--- src/rtl/any1_pkg.sv ---
// Shared types and constants for the branch-history-table update scheduler.
package any1_pkg;

   localparam int BHT_IDX_W  = 9;
   localparam int UPDQ_DEPTH = 4;

   typedef enum logic {
      INIT = 1'b0,
      RUN  = 1'b1
   } bht_state_e;

   typedef struct packed {
      logic [31:0] ip;
      logic        takb;
   } bht_upd_t;

endpackage

--- src/rtl/any1_bht_updq.sv ---
// Two-write / one-read update queue.
// Slot 1 lands right after slot 0, so commit order is kept.
module any1_bht_updq
   import any1_pkg::*;
(
   input  logic     clk_i,
   input  logic     rst_i,
   input  logic     clr_i,
   input  logic     push0_i,
   input  logic     push1_i,
   input  bht_upd_t d0_i,
   input  bht_upd_t d1_i,
   input  logic     pop_i,
   output bht_upd_t head_o,
   output logic [2:0] count_o
);

   localparam int PTR_W = $clog2(UPDQ_DEPTH);

   bht_upd_t            mem_q [UPDQ_DEPTH];
   logic [PTR_W-1:0]    wr_ptr_q, wr_ptr_d;
   logic [PTR_W-1:0]    rd_ptr_q, rd_ptr_d;
   logic [2:0]          count_q, count_d;
   logic [PTR_W-1:0]    wa1;
   logic [PTR_W-1:0]    npush;

   // A lone slot-1 push takes the write pointer itself, keeping the queue compact.
   assign wa1   = push0_i ? wr_ptr_q + PTR_W'(1) : wr_ptr_q;
   assign npush = PTR_W'(push0_i) + PTR_W'(push1_i);

   always_comb begin
      wr_ptr_d = wr_ptr_q + npush;
      rd_ptr_d = rd_ptr_q + PTR_W'(pop_i);
      count_d  = count_q + 3'(npush) - 3'(pop_i);
      if (clr_i) begin
         wr_ptr_d = '0;
         rd_ptr_d = '0;
         count_d  = '0;
      end
   end

   always_ff @(posedge clk_i or posedge rst_i) begin
      if (rst_i) begin
         wr_ptr_q <= '0;
         rd_ptr_q <= '0;
         count_q  <= '0;
      end else begin
         wr_ptr_q <= wr_ptr_d;
         rd_ptr_q <= rd_ptr_d;
         count_q  <= count_d;
      end
   end

   always_ff @(posedge clk_i) begin
      if (!clr_i) begin
         if (push0_i) mem_q[wr_ptr_q] <= d0_i;
         if (push1_i) mem_q[wa1]      <= d1_i;
      end
   end

   assign head_o  = mem_q[rd_ptr_q];
   assign count_o = count_q;

endmodule

--- src/rtl/any1_bht_update_sched.sv ---
// Sequences BHT init sweeps and queues retired-branch outcomes
// so the predictor sees at most one update per cycle.
module any1_bht_update_sched
   import any1_pkg::*;
#(
   parameter int         BHT_DEPTH = 512,
   parameter logic [1:0] INIT_VAL  = 2'd3
)(
   input  logic                         clk,
   input  logic                         rst,
   input  logic                         en,
   input  logic                         init_req,
   input  logic                         c0_branch,
   input  logic                         c1_branch,
   input  logic [31:0]                  c0_ip,
   input  logic [31:0]                  c1_ip,
   input  logic                         c0_takb,
   input  logic                         c1_takb,
   output logic                         stall,
   output logic                         upd_valid,
   output logic [31:0]                  upd_ip,
   output logic                         upd_takb,
   output logic                         init_wr,
   output logic [$clog2(BHT_DEPTH)-1:0] init_addr,
   output logic [1:0]                   init_data,
   output logic                         busy
);

   localparam int IDX_W = $clog2(BHT_DEPTH);
   localparam logic [IDX_W-1:0] LAST_ADDR = IDX_W'(BHT_DEPTH - 1);

   bht_state_e       state_q, state_d;
   logic [IDX_W-1:0] addr_q, addr_d;
   logic             accept, push0, push1, pop;
   bht_upd_t         head;
   logic [2:0]       count;

   always_ff @(posedge clk or posedge rst) begin
      if (rst) begin
         state_q <= INIT;
         addr_q  <= '0;
      end else begin
         state_q <= state_d;
         addr_q  <= addr_d;
      end
   end

   always_comb begin
      state_d = state_q;
      addr_d  = addr_q;
      case (state_q)
         INIT: begin
            if (addr_q == LAST_ADDR) begin
               state_d = RUN;
               addr_d  = '0;
            end else begin
               addr_d = addr_q + IDX_W'(1);
            end
         end
         RUN:     state_d = RUN;
         default: state_d = INIT;
      endcase
      if (init_req) begin
         state_d = INIT;
         addr_d  = '0;
      end
   end

   // stall depends only on registered state, never on the commit inputs.
   always_comb begin
      busy      = (state_q == INIT);
      init_wr   = (state_q == INIT);
      init_addr = addr_q;
      init_data = INIT_VAL;
      stall     = (state_q == INIT) || (count >= 3'd3);
      pop       = (state_q == RUN) && en && (count != 3'd0);
      upd_valid = pop;
      upd_ip    = head.ip;
      upd_takb  = head.takb;
   end

   // A taken slot-0 branch redirects fetch, so slot 1 is off-path.
   assign accept = (state_q == RUN) && !stall;
   assign push0  = accept && c0_branch;
   assign push1  = accept && c1_branch && !(c0_branch && c0_takb);

   any1_bht_updq u_q (
      .clk_i   (clk),
      .rst_i   (rst),
      .clr_i   (init_req),
      .push0_i (push0),
      .push1_i (push1),
      .d0_i    ('{ip: c0_ip, takb: c0_takb}),
      .d1_i    ('{ip: c1_ip, takb: c1_takb}),
      .pop_i   (pop),
      .head_o  (head),
      .count_o (count)
   );

endmodule
--- config.mk ---
export PLATFORM = sky130hd
export DESIGN_NAME = any1_bht_update_sched
export DESIGN_NICKNAME = d
export VERILOG_FILES = /design/src/rtl/any1_pkg.sv /design/src/rtl/any1_bht_updq.sv /design/src/rtl/any1_bht_update_sched.sv
export SDC_FILE = /design/constraint.sdc
export NUM_CORES = 1
export LEC_CHECK = 0
export BUFFER_PORTS_ARGS = -buffer_cell sky130_fd_sc_hd__buf_2
export CAP_MARGIN = 15
export CELL_PAD_IN_SITES_DETAIL_PLACEMENT = 0
export CELL_PAD_IN_SITES_GLOBAL_PLACEMENT = 1
export CORE_ASPECT_RATIO = 0.5
export CORE_MARGIN = 3
export CORE_UTILIZATION = 37
export DETAILED_ROUTE_END_ITERATION = 8
export PLACE_DENSITY_LB_ADDON = 0.1
export SLEW_MARGIN = 30
export SYNTH_ARGS = -nofsm -noshare
export SYNTH_HDL_FRONTEND = slang
export SYNTH_SLANG_ARGS = --single-unit
--- constraint.sdc ---
create_clock -name clk -period 3.3 [get_ports clk]
set_input_delay 0.33 -clock clk [delete_from_list [all_inputs] [get_ports clk]]
set_output_delay 0.33 -clock clk [all_outputs]
set_load 0.005 [all_outputs]
=== Yosys cells after proc, flatten, opt, wreduce, memory -nomap -nowiden ===
Memories as Yosys holds them, arrays and structs flattened.
Cells that the tools add are included.

* Add/sub/neg operators: 7
* Magnitude comparators: 1
* Equal/unequal tests: 2
* Muxes and demuxes: 16
* Bitwise gates (word level): 1
* Reduce and logical (&&, ||, !) cells: 11

{| class="wikitable"
|+ Operators with widths
! operator !! number
|-
| two-way mux 9 bit || 3
|-
| adder 9 x 1 -> 9 bit, second input constant || 1
|-
| == test 9 bit, second input constant || 1
|-
| two-way mux 1 bit || 8
|-
| logical AND 1 bit || 7
|-
| two-way mux 2 bit || 3
|-
| adder 3 x 2 -> 3 bit || 1
|-
| >= comparator 3 x 2 -> 1 bit, second input constant || 1
|-
| two-way mux 3 bit || 1
|-
| nonzero test 3 bit || 1
|-
| subtractor 3 x 1 -> 3 bit || 1
|-
| adder 1 x 1 -> 2 bit || 1
|-
| adder 2 x 1 -> 2 bit || 1
|-
| adder 2 x 1 -> 2 bit, second input constant || 1
|-
| adder 2 bit || 1
|-
| logical NOT 1 bit || 2
|-
| inequality test 2 bit, second input constant || 1
|-
| case mux 1 bit (2 select lines) || 1
|-
| logical OR 1 bit || 1
|-
| NOT 1 bit || 1
|}

* Bits in registers: 17
* RAM bits: 132
* Bits of input ports: 72
* Output and inout port bits: 48
* Word-level logic and storage cells: 44
* Memories kept: 1

{| class="wikitable"
|+ Memories
! memory !! words !! width !! read ports !! clocked after Yosys merged registers in !! wr ports !! line !! RTL
|-
| u_q.mem_q || 4 || 33 || 1 || 0 || 2 || any1_bht_updq.sv:20 || <nowiki>bht_upd_t mem_q [UPDQ_DEPTH];</nowiki>
|}

=== Logic depth before layout (Yosys ltp) ===
* Depth after elaboration: 10
* Mapped depth: 10
* Depth with buffers taken out: 10

=== Hierarchy ===
From an unflattened synthesis, not the netlist that was laid out.

* Cells, all modules: 459
* Area, all modules: 7623.6 µm²

{| class="wikitable"
|+ Modules (own cells, without submodules)
! module !! instances !! cells each !! area an instance (µm²) !! seq. area each (µm²)
|-
| any1_bht_updq || 1 || 387 || 7000.5 || 4139.0
|-
| any1_bht_update_sched || 1 || 72 || 623.1 || 250.2
|}

=== Least setup slack after synthesis ===
No wires, ideal clock.

* Path type: register to register
* From: reg u_q.wr_ptr_q[0]
* To: mem u_q.mem_q[0][0] (netlist bit) (enable)
* Library setup time: 0.389 ns
* Data arrival time: 2.451 ns
* Data required time: 2.911 ns
* Setup slack: 0.460 ns
* Cell stages (with the launch flop): 8
* Path buffers: 1
* Period minus slack after synthesis: 2.840 ns
* Path through: dfrtp_1 > inv_1 > ha_1 > mux2i_4 > nand4_4 > nor2_8 > buf_12 > a21o_1

{| class="wikitable"
|+ RTL lines
! element !! line !! RTL
|-
| start, declared || any1_bht_updq.sv:21 || <nowiki>logic [PTR_W-1:0] wr_ptr_q, wr_ptr_d;</nowiki>
|-
| start signal, assigned || any1_bht_updq.sv:48 || <nowiki>wr_ptr_q <= wr_ptr_d;</nowiki>
|-
| end, declared || any1_bht_updq.sv:20 ||
|}

==> summary.md <==
| Metric | Value |
|---|---|
| Clk buf depth | 2 |
| Post-synthesis sequential element count | between 100 and 150 |
| Gr ovfl total | 0 |
| Ports | 120 |
| CP Capture Type | register |
| Max-Cap Viols | 0 |
| Remaining DRCs | 0 |
| Switching power | ~910 uW |
| Sequential share of power | 49.2% |
| Netlist cell types | 45 |
| Num CTS Buffers | 17 |
| Post-Layout Inst Area | roughly 9300 um^2 |
| Power Density | between 400 and 500 nW/um^2 |
| Syn. warnings | 0 |
| Crit-path max cell delay | about 0.52 ns |
| Final worst path period share | 81.4% |
| Pleak | approximately 3.4 nW |
| Sw frac | 21.7% |
| Syn avg cell area | ~17 um^2 |
| Placed inst area | 8680 um^2 |
| Layout Cells excl Fill | ~860 |
| Filler cells | ~1800 |
| Status | finished clean |
| Final setup viols | 0 |
| Synth Flop Type | edfxtp_1 |
| Logic gate share of total power | approximately 4.5% |
| All-Layer GR Usage | between 15 and 20% |
| Reg2Reg Launch Point | u_q.wr_ptr_q[0] |
| Dpl ws | 0.604 ns |
| Routability Congestion | ~0.75 |
| Hold-fix buffers at CTS | 0 |
| Global-route wire length before repair | 27.4 mm |
| Area leader, netlist | edfxtp_1 |
| Worst-path clk slew | 0.06 ns |
| CP Cell Sequence | inv_1 -> ha_1 -> mux2i_4 -> nand4_4 -> nor2_8 -> buf_12 -> mux2_1 |
| Clock Skews | between 0.007 and 0.008 ns |
| Post-DRT Antenna Nets | 0 |
| Max VDD drop | between 0.3 and 0.4 mV |
| RSZ-0062 raised after global routing | false |
| Max_slew headroom | around 52% |
| Setup TNS | 0 ns |
| Initial antenna violation count | 1 |
| Slowest stage cell, crit path | dfrtp_1 |
| Post-synth top area share | 50.8% |
| Largest cells by area after synthesis | edfxtp_1 51%, mux4_2 9.5%, mux2_1 7.6% |
| Hold Vio Cnt, Final | 0 |
| Vias in the first global route | ~4600 |
| Post-CTS sizing | 0 |
| Layout cell share with drive strength beyond 1 | 49.5% |
| FFs w/ async S/R, synth | ~11% |
| Int Pwr | between 3 and 4 mW |
| Crit Path Max Fanout | 18 |
| Required time of the critical path | between 3 and 4 ns |
| Setup Fix Bufs, Post-CTS | 0 |
| Chip Width | 211 um |
| Placed Cells | just over 800 |
| Routed len/inst | 20.8 um |
| Total power draw | 4.18 mW |
| Final WL | 17.8 mm |
| Worst Max-Slew Pin Slew | 0.723 ns |
| Critical path origin | u_q.wr_ptr_q[0] |
| Reg2Reg Depth | 7 |
| Clock root cell | clkbuf_16 |
| Pins Over Slew Limit | 0 |
| Die Height | approximately 110 um |
| NumNets Final | 662 |
| Std cell rows | 36 |
| PortBufs | 117 |
| Largest net degree at the start of global routing | 28 |
| Vias after detailed routing | about 4400 |
| Vias/cell | 5.11 |
| Post-Syn Instances | 449 |
| Skew-Pair Late Insertion Delay | roughly 0.42 ns |
| Post-synthesis sequential area ratio | 56.2% |
| Critical Setup Path Class | reg2reg |
| Worst hold path class | in2async |
| Die ar. | roughly 23000 um^2 |
| Data arrival, critical path | between 2 and 3 ns |
| Worst setup SP type | register |
| Period minus WS final | roughly 2.7 ns |
| Area delta synth->final | 18.6% |
| Setup ws final | roughly 0.61 ns |
| Dpl hpwl | about 12 mm |
| Post-synth EDFFs | roughly 130 |
| Drt first pass iters | 6 |
| CTS tree | built |
| Initial DRC Count | 167 |
| Initial cell density of the core | between 30% and 40% |
| Fmax | 0.372 GHz |
| Terminus of the critical flop-to-flop path | u_q.mem_q[1][15] |
| H-tree depth | 4 |
| Core area | 20100 um^2 |
| Sink Count | ~150 |
| Setup slack, reg-to-reg | just over 0.6 ns |
| Clk pwr share | between 40% and 50% |
| Netlist area before placement | between 7000 and 8000 um^2 |
==> how the worst max path moves through the flow <==
stage / slack (ns) / to / cells past startpoint
6_report: 0.61 / u_q.mem_q[1][15] / 7
5_1_grt: 0.49 / u_q.mem_q[1][1] / 7
4_1_cts: 0.58 / u_q.mem_q[1][15] / 7
3_5_place_dp: 0.60 / u_q.mem_q[1][20] / 7
3_3_place_gp: 0.65 / u_q.mem_q[1][1] / 7
2_1_floorplan: 0.46 / u_q.mem_q[0][0] / 7
==> stage by stage <==
step / hold WS (ns) / utilization (%)
after floorplan: 0.256 / -
after global placement: 0.484 / 43.2
after detailed placement: 0.480 / 43.2
after CTS: 0.0237 / 46.1
after global routing: 0.0593 / 46.1
final: 0.0151 / 46.1
==> final cells by class <==
class	count	area [um^2]	share of cell area [%]
Inverter	10	37.5	0.405
Multi-Input combinational cell	263	3140	33.9
Clock inverter	15	154	1.66
Antenna cell	1	2.50	0.0270
Clock buffer	17	425	4.60
Timing Repair Buffer	136	778	8.41
Sequential cell	149	4390	47.4
Tap cell	266	333	3.60
==> placed cells by master, fill, tap and decap left out, types with 13 or more instances in the layout <==
| master | count |
|---|---|
| mux2_2 | 47 |
| mux2_1 | 53 |
| edfxtp_1 | 132 |
| mux4_2 | 33 |
| buf_4 | 15 |
| buf_2 | 117 |
| mux2_4 | 29 |
| nor2_1 | 13 |
| dfrtp_1 | 15 |
| clkbuf_16 | 17 |
==> cell families after synthesis <==
kind of cell	after synthesis	share of synthesized area, %
multiplexers	164	29.9
AO/OA/AOI/OAI	30	2.69
XOR/XNOR	5	0.561
AND/OR/NAND/NOR	49	4.63
other	1	0.0480
adder cells (fa/ha/maj)	13	2.18
buffers and inverters	38	3.72
flip-flops	149	56.2
==> state kept, by name, indices dropped and copies added (netlist names) <==
| signal | count |
|---|---|
| init_addr | 9 |
| u_q.mem_q | 132 |
| u_q.wr_ptr_q | 2 |
| u_q.count_o | 3 |
| state_q | 1 |
| u_q.rd_ptr_q | 2 |
==> cell usage after synthesis, types with 3 or more instances <==
| cell type | n |
|---|---|
| mux2_1 | 53 |
| buf_4 | 3 |
| a21o_1 | 4 |
| mux2_2 | 47 |
| nor2b_1 | 5 |
| a22o_1 | 4 |
| mux4_2 | 33 |
| buf_2 | 4 |
| nand3_1 | 3 |
| ha_1 | 12 |
| dfrtp_1 | 17 |
| edfxtp_1 | 132 |
| nor2_1 | 13 |
| nor3_1 | 3 |
| buf_6 | 11 |
| clkbuf_1 | 6 |
| a21oi_1 | 9 |
| o21ai_0 | 6 |
| and3_1 | 4 |
| buf_12 | 3 |
| mux2_4 | 29 |
| inv_1 | 10 |
| xnor2_1 | 5 |
==> metal layers <==
metal / vias up / part of all wire [%] / track usage (%)
met2: 90 / 47 / 25.5
met5: - / 0 / 0
met1: 2241 / 47 / 22.4
li1: 2040 / - / -
met4: 0 / 0.63 / 4.44
met3: 9 / 4.5 / 3.74
==> critical path: cells and delay by family (launching register included) <==
family | cells | cell delay (ns)
mux | 2 | 0.51
fa+ha+maj | 1 | 0.38
simple gates | 2 | 0.59
buf+inv | 2 | 0.43
flops | 1 | 0.52
==> power by group through the flow <==
stage / clock (mW) / combinational (mW) / sequential (mW)
finish: 1.94 / 0.188 / 2.06
detailed placement: 0 / 0.189 / 2.10
floorplan: 0 / 0.103 / 2.10
global placement: 0 / 0.187 / 2.10
global route: 2.05 / 0.210 / 2.06
CTS: 1.98 / 0.190 / 2.06
Note: power is estimated with default switching activity, not from simulation.
